<file path="config.mk">
export PLATFORM = sky130hd
export DESIGN_NAME = free_list
export DESIGN_NICKNAME = d
export VERILOG_FILES = /design/src/rtl/free_list.sv
export SDC_FILE = /design/constraint.sdc
export NUM_CORES = 2
export LEC_CHECK = 0
export CAP_MARGIN = 20
export CELL_PAD_IN_SITES_DETAIL_PLACEMENT = 0
export CELL_PAD_IN_SITES_GLOBAL_PLACEMENT = 1
export CORE_MARGIN = 5
export CORE_UTILIZATION = 40
export DETAILED_ROUTE_END_ITERATION = 7
export PLACE_DENSITY_LB_ADDON = 0.2
export SKIP_LAST_GASP = 1
export SLEW_MARGIN = 20
export SYNTH_ARGS = -nofsm -noshare
export SYNTH_HDL_FRONTEND = slang
export SYNTH_SLANG_ARGS = --single-unit
</file>
<file path="constraint.sdc">
create_clock -name clk -period 18.9 [get_ports clk]
set_input_delay 3.78 -clock clk [delete_from_list [all_inputs] [get_ports clk]]
set_output_delay 3.78 -clock clk [all_outputs]
set_load 0.02 [all_outputs]
</file>
<file path="src/rtl/free_list.sv">
// Physical-register free list feeding rename.
// A circular FIFO of free register indices hands out one register per cycle.
// A shadow bitmap records which registers currently sit in the FIFO, so that
// commit and rollback frees of registers that are already free can be caught.
module free_list #(
  parameter int PREG_W   = 7,
  parameter int NUM_PREG = 128,
  parameter int NUM_AREG = 64,
  parameter int DEPTH    = NUM_PREG - NUM_AREG
) (
  input  logic              clk,
  input  logic              rst,
  input  logic              alloc_req,
  output logic              alloc_ready,
  output logic [PREG_W-1:0] alloc_preg,
  input  logic              commit_wb_en,
  input  logic [PREG_W-1:0] commit_P_rd_old,
  input  logic              rollback_en_0,
  input  logic [PREG_W-1:0] rollback_P_rd_new_0,
  input  logic              rollback_en_1,
  input  logic [PREG_W-1:0] rollback_P_rd_new_1,
  output logic [PREG_W-1:0] free_count,
  output logic              err_overflow,
  output logic              err_double_free
);

  localparam int PTR_W  = $clog2(DEPTH);
  localparam int NCAND  = 3;

  // Registered state
  logic [PREG_W-1:0]   entry [DEPTH];
  logic [NUM_PREG-1:0] bitmap;
  logic [PTR_W-1:0]    head;
  logic [PTR_W-1:0]    tail;
  logic [PREG_W-1:0]   count;

  // Per-cycle decisions
  logic                pop;
  logic [PREG_W-1:0]   pop_preg;
  logic [NUM_PREG-1:0] free_eff;
  logic [NUM_PREG-1:0] bitmap_next;
  logic [PREG_W:0]     room;
  logic [1:0]          push_cnt;
  logic [PREG_W-1:0]   count_next;
  logic                dbl_hit;
  logic                ovf_hit;

  // Free candidates in priority order: rollback slot 0, rollback slot 1, commit
  logic [NCAND-1:0]    cand_en;
  logic [PREG_W-1:0]   cand_preg [NCAND];
  logic [NCAND-1:0]    cand_live;
  logic [NCAND-1:0]    cand_dup;
  logic [NCAND-1:0]    cand_valid;
  logic [NCAND-1:0]    cand_wr;
  logic [PTR_W-1:0]    cand_slot [NCAND];

  // Circular pointer advance with explicit wrap at DEPTH (inc is at most NCAND).
  function automatic logic [PTR_W-1:0] ptr_add(input logic [PTR_W-1:0] ptr,
                                               input logic [1:0]       inc);
    logic [PTR_W+1:0] sum;
    sum = (PTR_W+2)'(ptr) + (PTR_W+2)'(inc);
    if (sum >= (PTR_W+2)'(DEPTH)) sum = sum - (PTR_W+2)'(DEPTH);
    return PTR_W'(sum);
  endfunction

  assign cand_en      = {commit_wb_en, rollback_en_1, rollback_en_0};
  assign cand_preg[0] = rollback_P_rd_new_0;
  assign cand_preg[1] = rollback_P_rd_new_1;
  assign cand_preg[2] = commit_P_rd_old;

  // Grant side is purely combinational from registered state: zero-latency.
  assign alloc_ready = (count != '0);
  assign alloc_preg  = entry[head];
  assign free_count  = count;
  assign pop         = alloc_req && alloc_ready;
  assign pop_preg    = entry[head];

  // Classify free candidates, compact valid ones onto the tail, detect errors.
  always_comb begin
    free_eff = bitmap;
    if (pop) free_eff[pop_preg] = 1'b0;
    bitmap_next = free_eff;
    room     = (PREG_W+1)'(DEPTH) - (PREG_W+1)'(count) + (PREG_W+1)'(pop);
    push_cnt = '0;
    dbl_hit  = 1'b0;
    ovf_hit  = 1'b0;
    cand_live  = '0;
    cand_dup   = '0;
    cand_valid = '0;
    cand_wr    = '0;
    for (int k = 0; k < NCAND; k++) cand_slot[k] = tail;

    for (int k = 0; k < NCAND; k++) begin
      // P0 is the hardwired zero register: freeing it is silently ignored
      cand_live[k] = cand_en[k] && (cand_preg[k] != '0);
      for (int j = 0; j < k; j++) begin
        if (cand_valid[j] && (cand_preg[j] == cand_preg[k])) cand_dup[k] = 1'b1;
      end
      // A register granted this cycle already counts as not free here
      cand_valid[k] = cand_live[k] && !free_eff[cand_preg[k]] && !cand_dup[k];
      if (cand_live[k] && !cand_valid[k]) dbl_hit = 1'b1;
      if (cand_valid[k]) begin
        if ((PREG_W+1)'(push_cnt) < room) begin
          cand_wr[k]   = 1'b1;
          cand_slot[k] = ptr_add(tail, push_cnt);
          bitmap_next[cand_preg[k]] = 1'b1;
          push_cnt     = push_cnt + 2'd1;
        end else begin
          // Out of room: later candidates (commit first) are the ones lost
          ovf_hit = 1'b1;
        end
      end
    end

    count_next = count - PREG_W'(pop) + PREG_W'(push_cnt);
  end

  // State update: reset refills the FIFO with the unmapped registers.
  always_ff @(posedge clk) begin
    if (rst) begin
      head            <= '0;
      tail            <= '0;
      count           <= PREG_W'(DEPTH);
      bitmap          <= {{DEPTH{1'b1}}, {NUM_AREG{1'b0}}};
      err_overflow    <= 1'b0;
      err_double_free <= 1'b0;
      for (int i = 0; i < DEPTH; i++) entry[i] <= PREG_W'(NUM_AREG + i);
    end else begin
      if (pop) head <= ptr_add(head, 2'd1);
      tail            <= ptr_add(tail, push_cnt);
      count           <= count_next;
      bitmap          <= bitmap_next;
      err_overflow    <= err_overflow | ovf_hit;
      err_double_free <= err_double_free | dbl_hit;
      for (int k = 0; k < NCAND; k++) begin
        if (cand_wr[k]) entry[cand_slot[k]] <= cand_preg[k];
      end
    end
  end

endmodule

</file>
==> results.txt <==
status: finished, violations left
failing checks: design-rule violations
routability cong.: 1.08
Post-Syn Instances: 4732
antenna viol nets, final: 0
TritonCTS clock tree: done
Net Count, Synth: 4784
CTS sink cnt: 603
Async SR Flop Fraction: 0%
Hold-fix buffers, CTS: 0
Net Sw Power: 0.00203 W
CTS Buf Count: 74
clock share of power: 32.0%
total track usage: 44.6%
drc violations: 4
Die Y: 342 um
slowest CP cell: nor4_1
Seq/Total Area, Yosys: 37.4%
Rows: 122
WL final: 271 mm
Die Wd: 342 um
min-delay worst type: flop to flop
Flop pwr share: 32.3%
leakage: 15.5 nW
Mapped Avg Cell Area: 9.34 sq um
endpoint class of the critical path: flop
largest net degree at the start of global routing: 95
Rel. slew slack: 5.22%
Final Hold Fails: 0
Min-Delay Path Depth: 2
Detail Placement HPWL: 180 mm
Crit path largest cell delay: 0.98 ns
core outline area: 0.110 sq mm
Die ar.: 0.117 sq mm
Worst Skew: 0.0308 ns
Slew Viols, Final: 0
# nets final: 4635
multi-input logic area: 0.0257 sq mm
Synth Cell Area: 0.0442 sq mm
Final TNS setup: 0 ns
placed cells: 5993
WS Path Type: flop to flop
Net Sw Frac: 43.2%
Worst Path Required: 19.18 ns
PostCTS Resize Cnt: 0
DR iter-0 viols: 8742
R2R depth: 26
first-pass GRT wire length: 371 mm
I/O pin total: 44
Placed Area: 0.0463 sq mm
DR vias: 48800
VDD IR-drop max: 0.0000827 V
non-filler cells, final: 6139
worst-margin pin slew: 1.41 ns
share of total power in combinational logic: 35.7%
post-layout util: 44.3%
initial core utilization: 40.1%
Tcrit/Tclk final: 73.1%
highest clock rate: 0.0724 GHz
Startpoint Class: flop
register bit total from synthesis: 603
Most used DFF post-synth: edfxtp_1
Setup violations, final: 0
crit path max fanout: 34
layout cell share with drive strength beyond 1: 15.0%
Via density: 7.94
pwr/cell area: 96.2 mW/mm^2
CTS H-tree lvls: 3
total grt overflow: 0
CP arrival: 14.10 ns
final hold slack: 0.500 ns
initial antenna violation count: 14
Clock transition at path regs: 0.07 ns
max-cap violations: 0
vias in the first global route: 45400
# port buffers: 43
clk_lat worst skew: 0.69 ns
storage element area: 0.0166 sq mm
most used cell, CP: buf_4
Yosys cell types: 107
First-pass DRT Iterations: 8
design area: 0.0488 sq mm
area added between synthesis and finish: 10.4%
DR WL/cell: 44.2 um
root buf cell: clkbuf_16
YS warnings: 0
RSZ-0062 raised after global routing: false
internal power: 0.00267 W
Final min period: 13.82 ns
Setup Fix Bufs, Post-CTS: 0
fillcell total: 10800
EDFF count, synth: 448
Clock Tree Buf Depth: 3
power groups by stage:
stage	combinational [W]	sequential [W]	clock, W
finish	0.00168	0.00152	0.00151
global route	0.00164	0.00152	0.00156
CTS	0.00154	0.00152	0.00150
detailed placement	0.00154	0.00154	0
global placement	0.00154	0.00154	0
floorplan	0.000797	0.00153	0
path summary, 6_finish.rpt:
kind | startpoint | endpoint | slack [ns]
worst max-delay path | flop | entry[24][1] | 5.08
worst min-delay path | head[1] | flop | 0.50
worst max register to register | flop | entry[24][1] | 5.08
worst min register to register | head[1] | flop | 0.50
layout by cell type, fill, tap and decap left out, types with 94 or more instances in the layout:
cell type / netlist / routed
edfxtp_1: 448 / 448
mux2_2: 104 / 104
nand2_1: 448 / 446
o21ai_0: 172 / 172
nand3_1: 267 / 266
nor2_1: 330 / 318
mux2i_1: 252 / 250
o211ai_1: 146 / 146
buf_4: 27 / 212
nor3_1: 127 / 108
dfxtp_1: 155 / 151
a21oi_1: 144 / 143
nand4_1: 94 / 94
synth_stat cells, drive strengths merged (16+ instances only):
master	number	share of area (%)
clkbuf	352	3.0
inv	57	0.48
nor2b	18	0.25
dfxtp	155	7.0
a31oi	82	1.2
edfxtp	448	30
mux2	105	2.7
a32oi	33	0.70
o21a	17	0.29
a22oi	93	1.6
or3	32	0.45
a21o	16	0.27
o211ai	146	2.5
nand4	96	1.4
a221o	64	1.4
and3	27	0.38
a22o	84	1.7
buf	132	1.6
ha	22	0.62
o22ai	85	1.2
nand2b	19	0.27
o21ai	189	2.2
nand2	451	3.8
nor3	135	1.6
a311oi	17	0.34
o2111ai	50	0.99
mux2i	253	5.7
xor2	19	0.38
o32ai	44	0.87
mux4	78	4.0
o221a	27	0.69
o31ai	59	1.0
o311ai	57	1.1
nor2	331	2.8
nor4	66	1.2
o221ai	88	1.7
a21oi	145	1.6
a221oi	53	1.0
and2	16	0.23
xnor2	28	0.55
nand3	270	3.1
a211oi	53	0.94
state kept, by name, summed over array words and instances (netlist names), named ones only:
signal / cells
head: 6
free_count: 7
err_double_free: 1
err_overflow: 1
tail: 6
entry: 448
bitmap: 128
through the flow:
step	total power, W	setup slack (ns)
global placement	0.00309	5.45
finish	0.00470	5.08
global route	0.00472	5.22
detailed placement	0.00308	5.25
floorplan	0.00232	8.44
CTS	0.00456	5.89
critical path: cells and delay by family (launching register included):
family | cells | cell delay, ns
AO/OA/AOI/OAI | 8 | 3.36
XOR/XNOR | 1 | 0.26
adder cells (fa/ha/maj) | 2 | 0.72
buffers and inverters | 5 | 2.04
flip-flops | 1 | 0.58
multiplexers | 2 | 1.34
AND/OR/NAND/NOR | 8 | 4.95
layer usage:
layer,part of all wire (%),vias to the layer above,track usage [%]
li1,-,18800,-
met1,35,23500,55.2
met2,39,4952,60.9
met3,16,1450,20.2
met4,9.5,12,32.1
met5,0.044,-,0.208
final cells by class:
type,instances,share of cell area [%]
multi-input combinational,3582,52.7
sequential,603,33.9
clock buffer,100,4.25
timing repair buffer,259,4.06
tap,1488,3.81
clock inverter,35,0.751
inverter,63,0.492
antenna,9,0.0461
logic make-up after synthesis:
| group | count (synthesis) | synth area share (%) |
|---|---|---|
| AOI/OAI and AO/OA | 1563 | 26.9 |
| and+or+nand+nor | 1510 | 16.4 |
| DFF | 603 | 37.4 |
| buffers and inverters | 547 | 5.08 |
| muxes | 436 | 12.4 |
| xor gates and xnor gates | 47 | 0.931 |
| adders and majority gates | 26 | 0.781 |
No activity file was read; power rests on OpenSTA's default activity.
